**src/rtl/shift_engine_if.sv**
```systemverilog
// Op-issue / result bundle between a control FSM (master) and shift_engine (slave).
// WIDTH and SHW must match the parameters of the shift_engine instance bound to it.
interface shift_engine_if #(
  parameter int WIDTH = 8,
  parameter int SHW   = 3
);
  logic [2:0]       op;
  logic [SHW-1:0]   shamt;
  logic [WIDTH-1:0] d_in;
  logic             op_valid;
  logic             op_ready;
  logic [WIDTH-1:0] d_out;
  logic             carry;
  logic             zero;
  logic             busy;
  logic             done;

  modport master (
    output op, shamt, d_in, op_valid,
    input  op_ready, d_out, carry, zero, busy, done
  );

  modport slave (
    input  op, shamt, d_in, op_valid,
    output op_ready, d_out, carry, zero, busy, done
  );
endinterface

```
**src/rtl/shift_engine.sv**
```systemverilog
// Multi-cycle WIDTH-bit shift/rotate engine, at most STEP bits per cycle.
// Single-cycle ops and zero-amount shifts complete on the accepting edge.
module shift_engine #(
  parameter int WIDTH = 8,
  parameter int SHW   = 3,
  parameter int STEP  = 1
) (
  input logic          clk,
  input logic          reset_n,
  shift_engine_if.slave bus
);

  typedef enum logic [2:0] {
    OP_NOP  = 3'b000,
    OP_LOAD = 3'b001,
    OP_LSL  = 3'b010,
    OP_LSR  = 3'b011,
    OP_ASR  = 3'b100,
    OP_ROL  = 3'b101,
    OP_ROR  = 3'b110,
    OP_CLR  = 3'b111
  } op_e;

  typedef enum logic {
    IDLE  = 1'b0,
    SHIFT = 1'b1
  } state_e;

  state_e           state_r, state_n;
  op_e              op_r, op_n, op_in;
  logic [SHW-1:0]   rem_r, rem_n, rem_after;
  logic [WIDTH-1:0] data_r, data_n, step_d;
  logic             carry_r, carry_n, step_c;
  logic             done_r, done_n;

  assign op_in = op_e'(bus.op);

  // State and datapath registers
  always_ff @(posedge clk or negedge reset_n) begin
    if (!reset_n) begin
      state_r <= IDLE;
      op_r    <= OP_NOP;
      rem_r   <= {SHW{1'b0}};
      data_r  <= {WIDTH{1'b0}};
      carry_r <= 1'b0;
      done_r  <= 1'b0;
    end else begin
      state_r <= state_n;
      op_r    <= op_n;
      rem_r   <= rem_n;
      data_r  <= data_n;
      carry_r <= carry_n;
      done_r  <= done_n;
    end
  end

  // Next-state, step datapath and acceptance decode
  always_comb begin
    state_n = state_r;
    op_n    = op_r;
    rem_n   = rem_r;
    data_n  = data_r;
    carry_n = carry_r;
    done_n  = 1'b0;
    step_d  = data_r;
    step_c  = carry_r;

    // One-bit moves chained STEP times; only the first min(rem, STEP) take effect.
    for (int i = 0; i < STEP; i++) begin
      if (i < int'(rem_r)) begin
        case (op_r)
          OP_LSL: begin
            step_c = step_d[WIDTH-1];
            step_d = {step_d[WIDTH-2:0], 1'b0};
          end
          OP_LSR: begin
            step_c = step_d[0];
            step_d = {1'b0, step_d[WIDTH-1:1]};
          end
          OP_ASR: begin
            step_c = step_d[0];
            step_d = {step_d[WIDTH-1], step_d[WIDTH-1:1]};
          end
          OP_ROL: begin
            step_c = step_d[WIDTH-1];
            step_d = {step_d[WIDTH-2:0], step_d[WIDTH-1]};
          end
          OP_ROR: begin
            step_c = step_d[0];
            step_d = {step_d[0], step_d[WIDTH-1:1]};
          end
          default: begin
            step_c = step_c;
            step_d = step_d;
          end
        endcase
      end else begin
        step_d = step_d;
      end
    end

    if (int'(rem_r) > STEP) begin
      rem_after = rem_r - SHW'(STEP);
    end else begin
      rem_after = {SHW{1'b0}};
    end

    case (state_r)
      IDLE: begin
        if (bus.op_valid) begin
          case (op_in)
            OP_NOP: begin
              done_n = 1'b1;
            end
            OP_LOAD: begin
              data_n  = bus.d_in;
              carry_n = 1'b0;
              done_n  = 1'b1;
            end
            OP_CLR: begin
              data_n  = {WIDTH{1'b0}};
              carry_n = 1'b0;
              done_n  = 1'b1;
            end
            default: begin
              if (bus.shamt == {SHW{1'b0}}) begin
                carry_n = 1'b0;
                done_n  = 1'b1;
              end else begin
                op_n    = op_in;
                rem_n   = bus.shamt;
                state_n = SHIFT;
              end
            end
          endcase
        end else begin
          done_n = 1'b0;
        end
      end
      SHIFT: begin
        data_n  = step_d;
        carry_n = step_c;
        rem_n   = rem_after;
        if (rem_after == {SHW{1'b0}}) begin
          state_n = IDLE;
          done_n  = 1'b1;
        end else begin
          state_n = SHIFT;
        end
      end
      default: begin
        state_n = IDLE;
      end
    endcase
  end

  assign bus.busy     = (state_r == SHIFT);
  assign bus.op_ready = (state_r == IDLE);
  assign bus.d_out    = data_r;
  assign bus.carry    = carry_r;
  assign bus.zero     = (data_r == {WIDTH{1'b0}});
  assign bus.done     = done_r;

endmodule

```
**src/flat_wrapper.sv**
```systemverilog
// flat-port wrapper written by rule: the top's interface ports become plain ports
module shift_engine_flat 
#(
  parameter int WIDTH = 8,
  parameter int SHW   = 3,
  parameter int STEP  = 1
)
  (clk, reset_n, bus_op, bus_shamt, bus_d_in, bus_op_valid, bus_op_ready, bus_d_out, bus_carry, bus_zero, bus_busy, bus_done);
  shift_engine_if #(.WIDTH(WIDTH), .SHW(SHW)) bus_i ();
  input logic clk;
  input logic reset_n;
  input wire logic [$bits(bus_i.op)-1:0] bus_op;
  input wire logic [$bits(bus_i.shamt)-1:0] bus_shamt;
  input wire logic [$bits(bus_i.d_in)-1:0] bus_d_in;
  input wire logic [$bits(bus_i.op_valid)-1:0] bus_op_valid;
  output wire logic [$bits(bus_i.op_ready)-1:0] bus_op_ready;
  output wire logic [$bits(bus_i.d_out)-1:0] bus_d_out;
  output wire logic [$bits(bus_i.carry)-1:0] bus_carry;
  output wire logic [$bits(bus_i.zero)-1:0] bus_zero;
  output wire logic [$bits(bus_i.busy)-1:0] bus_busy;
  output wire logic [$bits(bus_i.done)-1:0] bus_done;
  assign bus_i.op = bus_op;
  assign bus_i.shamt = bus_shamt;
  assign bus_i.d_in = bus_d_in;
  assign bus_i.op_valid = bus_op_valid;
  assign bus_op_ready = bus_i.op_ready;
  assign bus_d_out = bus_i.d_out;
  assign bus_carry = bus_i.carry;
  assign bus_zero = bus_i.zero;
  assign bus_busy = bus_i.busy;
  assign bus_done = bus_i.done;
  shift_engine #(.WIDTH(WIDTH), .SHW(SHW), .STEP(STEP)) u_core (.clk(clk), .reset_n(reset_n), .bus(bus_i));
endmodule
```
**config.mk**
```make
export PLATFORM = sky130hd
export DESIGN_NAME = shift_engine_flat
export DESIGN_NICKNAME = d
export VERILOG_FILES = /design/src/rtl/shift_engine_if.sv /design/src/rtl/shift_engine.sv /design/src/flat_wrapper.sv
export SDC_FILE = /design/constraint.sdc
export NUM_CORES = 1
export LEC_CHECK = 0
export CORE_MARGIN = 4
export CORE_UTILIZATION = 40
export DETAILED_ROUTE_END_ITERATION = 6
export PLACE_DENSITY = 0.69
export SKIP_LAST_GASP = 1
export SYNTH_ARGS = -nofsm -noshare
export SYNTH_HDL_FRONTEND = slang
export SYNTH_SLANG_ARGS = --single-unit
```
**constraint.sdc**
```tcl
create_clock -name clk -period 2.3 [get_ports clk]
set_clock_uncertainty 0.2 [all_clocks]
set_input_delay 0.23 -clock clk [delete_from_list [all_inputs] [get_ports clk]]
set_output_delay 0.23 -clock clk [all_outputs]
set_load 0.01 [all_outputs]
```
==> results by group <==
Status
  • Status: completed

Clock network
  • CTS tree: yes
  • Clock root cell: clkbuf_4
  • Clock transition at path regs: 0.11 ns
  • CTS buffer count: 3
  • Buffer depth of the longest clock path: 2
  • Hold_buf cts: 0
  • H-tree Lvls: 1
  • Clk_lat worst skew: 0.29 ns
  • Clock sink total: 17

Global routing
  • Vias in the first global route: 1,136
  • GRT Residual Overflow: 0
  • Largest net degree at the start of global routing: 18
  • Gr usage total: 16.4%
  • Initial antenna violation count: 0
  • First-pass GRT wire length: 5.46 mm

Worst setup path
  • CP Class: flip-flop to primary output
  • Cell count of the worst reg-to-reg path: 4
  • Worst EP arrival: 1.58 ns
  • Startpoint of the worst register-to-register path: u_core.op_r[0]
  • Maximum fanout along the worst path: 2
  • Required time worst endpoint: 1.87 ns
  • CP startpoint: u_core.bus.d_out[7]
  • R2R setup slack: 0.39 ns
  • Worst R2R End: u_core.bus.d_out[4]
  • Crit end category: primary output
  • Crit start category: flip-flop

Floorplanning
  • Io pins: 30
  • Initial Util: 42.0%
  • Die Y: 64.6 um
  • Row count: 20
  • Core ar.: 3050 um^2
  • Area of the die: 4180 um^2
  • Die width: 64.6 um

Logic synthesis
  • Number of flops mapped to enable cells by yosys: 0
  • Synthesis-stage register bit count: 17
  • Post-synth ARST share: 100%
  • Post-Syn Area: 1280 um^2
  • Post-synth top area share: 33.2%
  • Yosys cell types: 45
  • Area leader, netlist: dfrtp_1
  • Top_reg_cell synth: dfrtp_1
  • Largest cells by area after synthesis: dfrtp_1 (33%), a31oi_2 (5.9%), a21boi_0 (4.1%)
  • Synth warnings: 0
  • Syn_area_per_cell: 9.87 um^2
  • Syn_nets: 149
  • Sequential area share after synthesis: 33.2%
  • Synthesized instance count: 130

Timing
  • Slew @ Worst Pin: 0.546 ns
  • Fin crit period: 2.01 ns
  • Total negative slack: 0 ns
  • Slew HR: 63.5%
  • Final period util: 87.5%
  • Minimum hold slack: 0.0570 ns
  • RSZ-0062 raised after global routing: no
  • Max Freq: 497 MHz
  • Final hold viol count: 0
  • Setup ws final: 0.288 ns
  • Max-slew violations: 0
  • Endpoints failing setup: 0

Place
  • Placed Area: 1640 um^2
  • Dpl cells: 201
  • Hpwl dp: 2.34 mm
  • Number of port buffers: 29
  • Pre-CTS setup slack: 0.129 ns
  • GPL Wtd Cong: 0.797

Finish
  • Most common cell after layout, fill and taps aside: clkdlybuf4s50_1
  • Area growth from synthesis to layout: 33.4%
  • Layout Nets: 187
  • Final Util: 56.0%
  • Layout Cells excl Fill: 211
  • Share of cells above drive strength 1: 19.8%
  • Most frequent cells in the layout: clkdlybuf4s50_1 (28), dfrtp_1 (16), nand2_1 (13), buf_4 (11)
  • Post-route cell area: 1710 um^2
  • Fillers: 300
  • N_diodes: 0

Drt
  • Drt wl/cell: 15.0 um
  • Drt via density: 5.45
  • Final wirelength: 3.16 mm
  • First-pass detailed-route iteration total: 4
  • DR DRC count: 0
  • Routed Antenna Nets: 0
  • DRT iter0 DRCs: 58
  • Via Count: 1,151

Power
  • Total power: 2.28 mW
  • Leakage: 0.694 nW
  • Pwr/cell area: 1330 nW/um^2
  • Worst vdd ir: 0.517 mV

Run
  • Max_cap viols: 0

Worst hold path
  • Min-delay worst type: input pin to asynchronous set/reset pin
power breakdown:
group | internal, mW | switching [mW] | total, mW
registers | 0.450 | 0.198 | 0.648
logic | 0.774 | 0.687 | 1.46
clock network | 0.0674 | 0.0987 | 0.166
state kept, by name (all words and copies together), names as in the netlist:
signal	count
u_core.op_r	3
u_core.bus.busy	1
u_core.bus.done	1
u_core.bus.carry	1
u_core.rem_r	3
u_core.bus.d_out	8
how the worst max path moves through the flow:
stage                     endpoint  slack, ns  cells after the start
3_5_place_dp   u_core.bus.d_out[4]       0.13                      5
6_report                  bus_zero       0.29                      3
2_1_floorplan  u_core.bus.d_out[7]       0.54                      5
4_1_cts                   bus_zero       0.27                      3
5_1_grt                   bus_zero       0.19                      3
3_3_place_gp   u_core.bus.d_out[4]       0.14                      5
final cells by class:
| class | count | area, um^2 | share of cell area (%) |
|---|---|---|---|
| well taps | 44 | 55.1 | 3.22 |
| multi-input cells | 100 | 792 | 46.3 |
| clock buffers | 4 | 26.3 | 1.54 |
| inverters | 5 | 18.8 | 1.10 |
| flip-flops and latches | 17 | 427 | 24.9 |
| repair buffers | 41 | 392 | 22.9 |
timing repair:
action,4_1_cts,5_1_grt
hold endpoints to repair,0,0
resized for setup,2,0
setup endpoints to repair,1,0
setup buffers,6,0
synthesized netlist by cell type (2+ instances only):
master    instances
mux2i_1           4
nor3_1            8
nand2b_1          2
dfrtp_1          17
o21bai_1          2
or4_1             2
nor3_4            2
a21boi_0          7
nor3b_1           2
o21ai_0           8
inv_1             5
ha_1              2
clkbuf_1          2
mux2_1            4
a31oi_2           6
nor2_1            5
buf_2             4
a21o_1            2
and3_1            6
o22ai_1           3
nand2_1          13
cells by family (layout without fill, tap and decap cells):
kind of cell	count (synthesis)	in the layout	synth area share (%)
compound gates	38	38	24.8
xor+xnor	2	2	1.37
fa+ha+maj	2	2	1.95
buf+inv	13	50	5.07
flops	17	17	33.2
mux	8	8	6.63
simple gates	50	50	27.0
critical path, cell delays in order (launching register included):
cell           delay (ns)
dfrtp_1              0.40
or4_1                0.53
nor2_1               0.09
dlygate4sd2_1        0.27
per-layer routing:
| metal | wire [um] | track usage (%) | vias to the layer above |
|---|---|---|---|
| met5 | 0 | 0 | - |
| met4 | 30 | 5.54 | 0 |
| met3 | 120 | 3.12 | 6 |
| met2 | 1560 | 26.3 | 23 |
| met1 | 1450 | 22.1 | 563 |
| li1 | - | - | 559 |
No activity file was read; power rests on OpenSTA's default activity.
